File: src/rtl/spi_frame_rx.sv
// SPI sample-frame receiver: synchronises sck/mosi/cs into clk, rebuilds 3-word packets (header, AD_1, AD_2).
// Optional header compare is enabled by defining SPI_RX_HDR_CHECK_EN.
module spi_frame_rx #(
  parameter int                WORD_W   = 14,
  parameter logic [WORD_W-1:0] HDR_WORD = 14'h0FFF
) (
  input  logic              clk,
  input  logic              rstn,
  input  logic              sck,
  input  logic              mosi,
  input  logic              cs,
  output logic [WORD_W-1:0] ad1,
  output logic [WORD_W-1:0] ad2,
  output logic              pair_valid,
  output logic              frame_err,
  output logic              busy
);

  localparam int CNT_W = $clog2(WORD_W + 2);
  localparam logic [CNT_W-1:0] CNT_FULL = CNT_W'(WORD_W);
  localparam logic [CNT_W-1:0] CNT_SAT  = CNT_W'(WORD_W + 1);

  typedef enum logic [1:0] {
    WAIT_HDR,
    WAIT_AD1,
    WAIT_AD2
  } state_t;

  state_t r_state;
  state_t w_state_nxt;

  logic r_sck_s1, r_sck_s2, r_sck_s3;
  logic r_cs_s1, r_cs_s2, r_cs_s3;
  logic r_mosi_s1, r_mosi_s2, r_mosi_s3;

  logic w_sck_rise;
  logic w_cs_rise;
  logic w_cs_fall;
  logic w_bit_en;

  logic [WORD_W-1:0] r_shift;
  logic [CNT_W-1:0]  r_cnt;
  logic              r_armed;
  logic              r_word_vld;
  logic              r_len_err;
  logic [WORD_W-1:0] r_word;

  logic [WORD_W-1:0] r_ad1_hold;
  logic [WORD_W-1:0] r_ad1;
  logic [WORD_W-1:0] r_ad2;
  logic              r_pair_valid;
  logic              r_frame_err;

  logic w_pv_nxt;
  logic w_ferr_nxt;
  logic w_hold_ld;

  always_ff @(posedge clk or negedge rstn) begin
    if (!rstn) begin
      r_sck_s1  <= 1'b0;
      r_sck_s2  <= 1'b0;
      r_sck_s3  <= 1'b0;
      r_cs_s1   <= 1'b0;
      r_cs_s2   <= 1'b0;
      r_cs_s3   <= 1'b0;
      r_mosi_s1 <= 1'b0;
      r_mosi_s2 <= 1'b0;
      r_mosi_s3 <= 1'b0;
    end else begin
      r_sck_s1  <= sck;
      r_sck_s2  <= r_sck_s1;
      r_sck_s3  <= r_sck_s2;
      r_cs_s1   <= cs;
      r_cs_s2   <= r_cs_s1;
      r_cs_s3   <= r_cs_s2;
      r_mosi_s1 <= mosi;
      r_mosi_s2 <= r_mosi_s1;
      r_mosi_s3 <= r_mosi_s2;
    end
  end

  assign w_sck_rise = r_sck_s2 & ~r_sck_s3;
  assign w_cs_rise  = r_cs_s2 & ~r_cs_s3;
  assign w_cs_fall  = ~r_cs_s2 & r_cs_s3;
  assign w_bit_en   = w_sck_rise & ~r_cs_s2 & ~w_cs_rise;

  // A cs rise only ends a frame that was opened by a cs fall; the sync flops
  // reset low, so the idle-high cs would otherwise look like a frame end.
  always_ff @(posedge clk or negedge rstn) begin
    if (!rstn) begin
      r_shift    <= '0;
      r_cnt      <= '0;
      r_armed    <= 1'b0;
      r_word_vld <= 1'b0;
      r_len_err  <= 1'b0;
      r_word     <= '0;
    end else begin
      r_word_vld <= 1'b0;
      r_len_err  <= 1'b0;
      if (w_cs_fall) begin
        r_cnt   <= '0;
        r_armed <= 1'b1;
      end else if (w_cs_rise) begin
        r_cnt   <= '0;
        r_armed <= 1'b0;
        if (r_armed) begin
          if (r_cnt == CNT_FULL) begin
            r_word_vld <= 1'b1;
            r_word     <= r_shift;
          end else begin
            r_len_err <= 1'b1;
          end
        end
      end else if (w_bit_en) begin
        r_shift <= {r_shift[WORD_W-2:0], r_mosi_s3};
        if (r_cnt != CNT_SAT) begin
          r_cnt <= r_cnt + 1'b1;
        end
      end
    end
  end

  always_comb begin
    w_state_nxt = r_state;
    w_pv_nxt    = 1'b0;
    w_ferr_nxt  = 1'b0;
    w_hold_ld   = 1'b0;
    if (r_len_err) begin
      w_state_nxt = WAIT_HDR;
      w_ferr_nxt  = 1'b1;
    end else if (r_word_vld) begin
      unique case (r_state)
        WAIT_HDR: begin
`ifdef SPI_RX_HDR_CHECK_EN
          if (r_word == HDR_WORD) begin
            w_state_nxt = WAIT_AD1;
          end else begin
            w_ferr_nxt = 1'b1;
          end
`else
          w_state_nxt = WAIT_AD1;
`endif
        end
        WAIT_AD1: begin
          w_hold_ld   = 1'b1;
          w_state_nxt = WAIT_AD2;
        end
        WAIT_AD2: begin
          w_pv_nxt    = 1'b1;
          w_state_nxt = WAIT_HDR;
        end
        default: begin
          w_state_nxt = WAIT_HDR;
        end
      endcase
    end
  end

  always_ff @(posedge clk or negedge rstn) begin
    if (!rstn) begin
      r_state      <= WAIT_HDR;
      r_pair_valid <= 1'b0;
      r_frame_err  <= 1'b0;
      r_ad1_hold   <= '0;
      r_ad1        <= '0;
      r_ad2        <= '0;
    end else begin
      r_state      <= w_state_nxt;
      r_pair_valid <= w_pv_nxt;
      r_frame_err  <= w_ferr_nxt;
      if (w_hold_ld) begin
        r_ad1_hold <= r_word;
      end
      if (w_pv_nxt) begin
        r_ad1 <= r_ad1_hold;
        r_ad2 <= r_word;
      end
    end
  end

  assign ad1        = r_ad1;
  assign ad2        = r_ad2;
  assign pair_valid = r_pair_valid;
  assign frame_err  = r_frame_err;
  assign busy       = (r_state != WAIT_HDR);

endmodule

File: config.mk
export PLATFORM = sky130hd
export DESIGN_NAME = spi_frame_rx
export DESIGN_NICKNAME = d
export VERILOG_FILES = /design/src/rtl/spi_frame_rx.sv
export SDC_FILE = /design/constraint.sdc
export NUM_CORES = 1
export LEC_CHECK = 0
export CAP_MARGIN = 20
export CORE_MARGIN = 3
export CORE_UTILIZATION = 30
export CTS_BUF_LIST = sky130_fd_sc_hd__clkbuf_4 sky130_fd_sc_hd__clkbuf_8
export DETAILED_ROUTE_END_ITERATION = 10
export PLACE_DENSITY_LB_ADDON = 0.08
export SYNTH_ARGS = -nofsm -noshare
export SYNTH_HDL_FRONTEND = slang
export SYNTH_SLANG_ARGS = --single-unit
export TNS_END_PERCENT = 10
File: constraint.sdc
create_clock -name clk -period 5.5 [get_ports clk]
set_clock_uncertainty 0.15 [all_clocks]
set_input_delay 1.1 -clock clk [delete_from_list [all_inputs] [get_ports clk]]
set_output_delay 1.1 -clock clk [all_outputs]
set_load 0.01 [all_outputs]
* Word level (Yosys, flattened, before mapping)
Index checks and enable logic that the tools add are counted.
** Storage, ports and cells
- Flip-flop bits (word level) :: 90
- Bits of input ports :: 5
- Output and inout bits :: 31
- Word-level logic and storage cells :: 69
** Cells by class
- Add/subtract/negate cells :: 1
- Equal/unequal tests :: 4
- Muxes and demuxes :: 24
- Bitwise operators :: 10
- Reductions and logical operators :: 9
** Operators with widths (count)
- two-way mux 1 bit :: 17
- two-way mux 4 bit :: 4
- nonzero test 2 bit :: 3
- nonzero test 3 bit :: 2
- AND 1 bit :: 5
- inverter 1 bit :: 5
- adder 4 x 1 -> 4 bit (second input constant) :: 1
- equality test 4 bit (second input constant) :: 1
- two-way mux 2 bit :: 2
- != test 4 bit (second input constant) :: 1
- case mux 2 bit (2 select lines) :: 1
- AND reduction 4 bit :: 1
- AND reduction 3 bit :: 1
- equality test 2 x 1 -> 1 bit (second input constant) :: 1
- equality test 2 bit (second input constant) :: 1
- zero test 2 bit :: 1
- AND reduction 2 bit :: 1

* Logic depth before layout (Yosys ltp)
- Word-level depth :: 7
- Gate-level depth with buffers :: 6
- Depth with buffers taken out :: 5

* Worst setup path after synthesis
OpenSTA, ideal clock, no wires.
- Path kind :: flip-flop to flip-flop
- From :: reg r_cs_s2
- To :: reg r_shift[0]
- Setup time :: 0.125 ns
- Arrival :: 1.851 ns
- Data required time :: 5.225 ns
- Slack :: 3.375 ns
- Stages on the path, launching flop included :: 6
- Path buffers :: 1
- Clock period less this slack :: 2.125 ns
- Cells stage by stage :: dfrtp_1 > ha_1 > or4b_4 > nor2_4 > buf_8 > mux2_2
** On the way
- Cells in the longest elaborated chain, start to end :: 4
- Elaborated cells between the ends (all ways) :: 8
- Those cells by class :: bitwise: 7; reduce/logical: 1
** RTL lines
- from (decl) :: line 33 : logic r_cs_s1, r_cs_s2, r_cs_s3;
- from (signal assigned) :: line 74 : r_cs_s2 <= r_cs_s1;
- inverter 1 bit or AND 1 bit (tied branches) :: line 84, 85, 83
- AND 1 bit, or another cell as far along :: line 85 : assign w_bit_en = w_sck_rise & ~r_cs_s2 & ~w_cs_rise;
- AND 1 bit or inverter 1 bit (tied branches)
- AND reduction 3 bit (no line) (*)
- to (signal assigned) :: line 115 : r_shift <= {r_shift[WORD_W-2:0], r_mosi_s3};
- to (decl) :: line 41 : logic [WORD_W-1:0] r_shift;
Mark *: on every way between the ends. The rest lies on a longest branch, timed or not.
A chain may end at the register's enable or synchronous reset.

* Worst setup path in the final report
- From :: reg r_state[1]
- To :: out busy
** On the way
- Cells in the longest elaborated chain, start to end :: 1
** RTL lines
- from (decl) :: line 29 : state_t r_state;
- from (signal assigned) :: line 168 : r_state <= w_state_nxt;
- nonzero test 2 bit :: line 185 : assign busy = (r_state != WAIT_HDR);
- to (decl) :: line 16 : output logic busy
No other way between the ends.

==> summary.txt <==
Critical path
  – Crit path cell chain: nor2_1 > inv_1 > clkdlybuf4s50_1
  – Kind of end point of the critical path: output port
  – Worst r2r dst: r_shift[11]$_DFFE_PN0P_
  – Worst-path maximum fanout: 5
  – Worst Setup Start Kind: register
  – Critical path type: reg2out
  – Critical Path AT: 1.47 ns
  – CP max stage delay: 0.47 ns
  – R2r startpoint: r_cs_s2$_DFF_PN0_
  – Critical-path top delay cell: clkdlybuf4s50_1
  – Worst EP required: 4.25 ns
  – R2r setup slk: 3.14 ns
  – Reg2reg path depth: 4

Synthesis
  – FF+latch count, synth: 90
  – Post-synthesis cell area: 3400 µm²
  – Asr flop ratio synth: 1.00
  – Register area share after synthesis: 0.662
  – Warnings from Yosys: 0
  – Gate Count Post-Synth: 210
  – Top cells by count, synth: dfrtp_1 (90), mux2_2 (73), buf_2 (5), inv_1 (5)
  – Syn Nets: around 220
  – Post-synth EDFFs: 0
  – Mean Syn Cell Area: 16.2 µm²
  – Post-synth top area cell: dfrtp_1
  – Netlist cell types: 28
  – Share of the synthesized area in the top cell type: 0.662
  – Area contributors post-synth: dfrtp_1 (66%), mux2_2 (24%), ha_1 (1.5%)
  – Top FF cell, synth: dfrtp_1
  – Most frequent cell after synthesis: dfrtp_1

Timing
  – RSZ-0062 raised after global routing: false
  – Minimum clock period: approximately 2.7 ns
  – Max Fclk: between 0.3 and 0.4 GHz
  – Rel. slew slack: 0.445
  – Final hold violations: 0
  – Final setup fails: 0
  – Tcrit/Tclk final: 0.494
  – Pins Over Slew Limit: 0
  – Fin Setup TNS: 0 ns
  – Worst-Margin Slew: 0.832 ns

Global route
  – GRT Util Overall: 0.0969
  – Initial antenna violation count: 0
  – GRT Residual Overflow: 0
  – First-pass GRT wire length: 9650 µm
  – Vias in the first global route: 1945
  – Largest net degree at the start of global routing: 58

Floorplan
  – Die area: 12600 µm²
  – Placeable Area: 10900 µm²
  – Die Y: 112 µm
  – Initial Util: 0.311
  – Row count: 38
  – Die width: 112 µm
  – I/O pin total: 36

Finish
  – Area growth syn-to-layout: 20.5%
  – Layout cell share with drive strength beyond 1: 0.387
  – ANT cells: 0
  – Fillers: 1071
  – Final net count: 260
  – Post-route core utilization: 0.374

Place
  – Detail Placement HPWL: about 3500 µm
  – Final Wtd Congestion: around 0.65
  – IO buf count: 35

Detailed routing
  – Initial drt markers: 34
  – Detailed Routing Iterations Pass 1: 3
  – Final WL: 5560 µm
  – Drt wl/cell: 14.0 µm
  – Vias post-DR: 1780
  – Post-route DRC: 0
  – Post-route ant nets: 0
  – Via density: 4.49

Clocking
  – Clock Tree Buf Depth: 2
  – CTS tree: done
  – Root buf cell: clkbuf_8
  – Worst-skew pair later-pin latency: 0.34 ns
  – H-tree levels: 3
  – CTS clk-pin slew, worst paths: around 0.09 ns
  – Hold buffers post-CTS: 0
  – PostCTS Resize Cnt: 0
  – Total CTS buffers: 9
  – Post-CTS Setup Inserts: 0
  – CTS sink count: 90

Outcome
  – Status: complete, no violations

Min path
  – Worst min path class: reg2reg
  – Worst hold endpoint: r_sck_s2$_DFF_PN0_
  – Hold Path Cell Cnt: 0
  – HP Start: r_sck_s1$_DFF_PN0_

Pwr
  – Leakage power: 0.00195 µW
  – Power density over the cells: roughly 300 nW/µm²
  – VDD IR max: 0.0000994 V

Flow run
  – Max Cap Viol: 0
## layout by cell type (no fill, tap or decap), drive strengths merged, types with 2 or more instances in the layout
master         instances
dfrtp                 90
nor2                   5
clkdlybuf4s50         34
clkinv                 2
clkinvlp               2
clkbuf                11
buf                    4
nand2                  2
nor3                   3
nand3                  2
or4b                   2
a21oi                  3
inv                    6
ha                     4
mux2                  73
## per-layer routing
| layer | vias up | track usage | wire length (µm) |
|---|---|---|---|
| met2 | 27 | 0.151 | 2620 |
| li1 | 826 | - | - |
| met5 | - | 0 | 0 |
| met3 | 9 | 0.0383 | 194 |
| met1 | 918 | 0.123 | 2640 |
| met4 | 0 | 0.0337 | 108 |
## state kept, by name, summed over array words and instances (netlist names), 2 cells and up
signal / cells
ad1: 14
ad2: 14
r_shift: 14
r_state: 2
r_cnt: 4
r_ad1_hold: 14
r_word: 14
## cell families after synthesis
family | after synthesis | synth area share
compound gates | 7 | 0.0158
fa+ha+maj | 4 | 0.0147
buf+inv | 13 | 0.0195
flops | 90 | 0.662
mux | 74 | 0.245
simple gates | 22 | 0.0427
## final cells by class
type	instances	area (µm²)	area share
clock buffer	11	145	0.0354
inverter	5	18.8	0.00458
tap	140	175	0.0428
clock inverter	5	37.5	0.00917
multi-input combinational	107	1100	0.268
timing repair buffer	38	370	0.0904
sequential	90	2250	0.550
## worst max-delay path: cells and delay by family (launching register included)
family	cells	cell delay, ns
AND/OR/NAND/NOR	1	0.16
buffers and inverters	2	0.52
flip-flops	1	0.45
## power by group
| part | internal, µW | switching (µW) |
|---|---|---|
| Clock | 183 | 227 |
| Combinational | 37.0 | 32.8 |
| Sequential | 693 | 28.5 |
| Total | 913 | 288 |
## through the flow
step	area [µm²]	total power [µW]	setup WS (ns)	hold slack, ns	instances
2_1_floorplan	3400	774	3.37	0.181	210
3_3_place_gp	3910	807	3.09	0.185	380
3_5_place_dp	3910	808	3.11	0.185	380
4_1_cts	4100	1230	2.75	0.207	396
5_1_grt	4100	1270	2.70	0.218	396
6_report	4100	1200	2.78	0.204	396
## how the worst max path moves through the flow
stage / startpoint / end / cells past startpoint
6_report: r_state[1]$_DFFE_PN0P_ / busy / 3
5_1_grt: r_state[1]$_DFFE_PN0P_ / busy / 3
4_1_cts: r_state[1]$_DFFE_PN0P_ / busy / 3
3_5_place_dp: r_cs_s2$_DFF_PN0_ / r_shift[11]$_DFFE_PN0P_ / 4
3_3_place_gp: rstn / ad1[8]$_DFFE_PN0P_ / 2
2_1_floorplan: r_cs_s2$_DFF_PN0_ / r_shift[0]$_DFFE_PN0P_ / 5
Note: power is estimated with default switching activity, not from simulation.
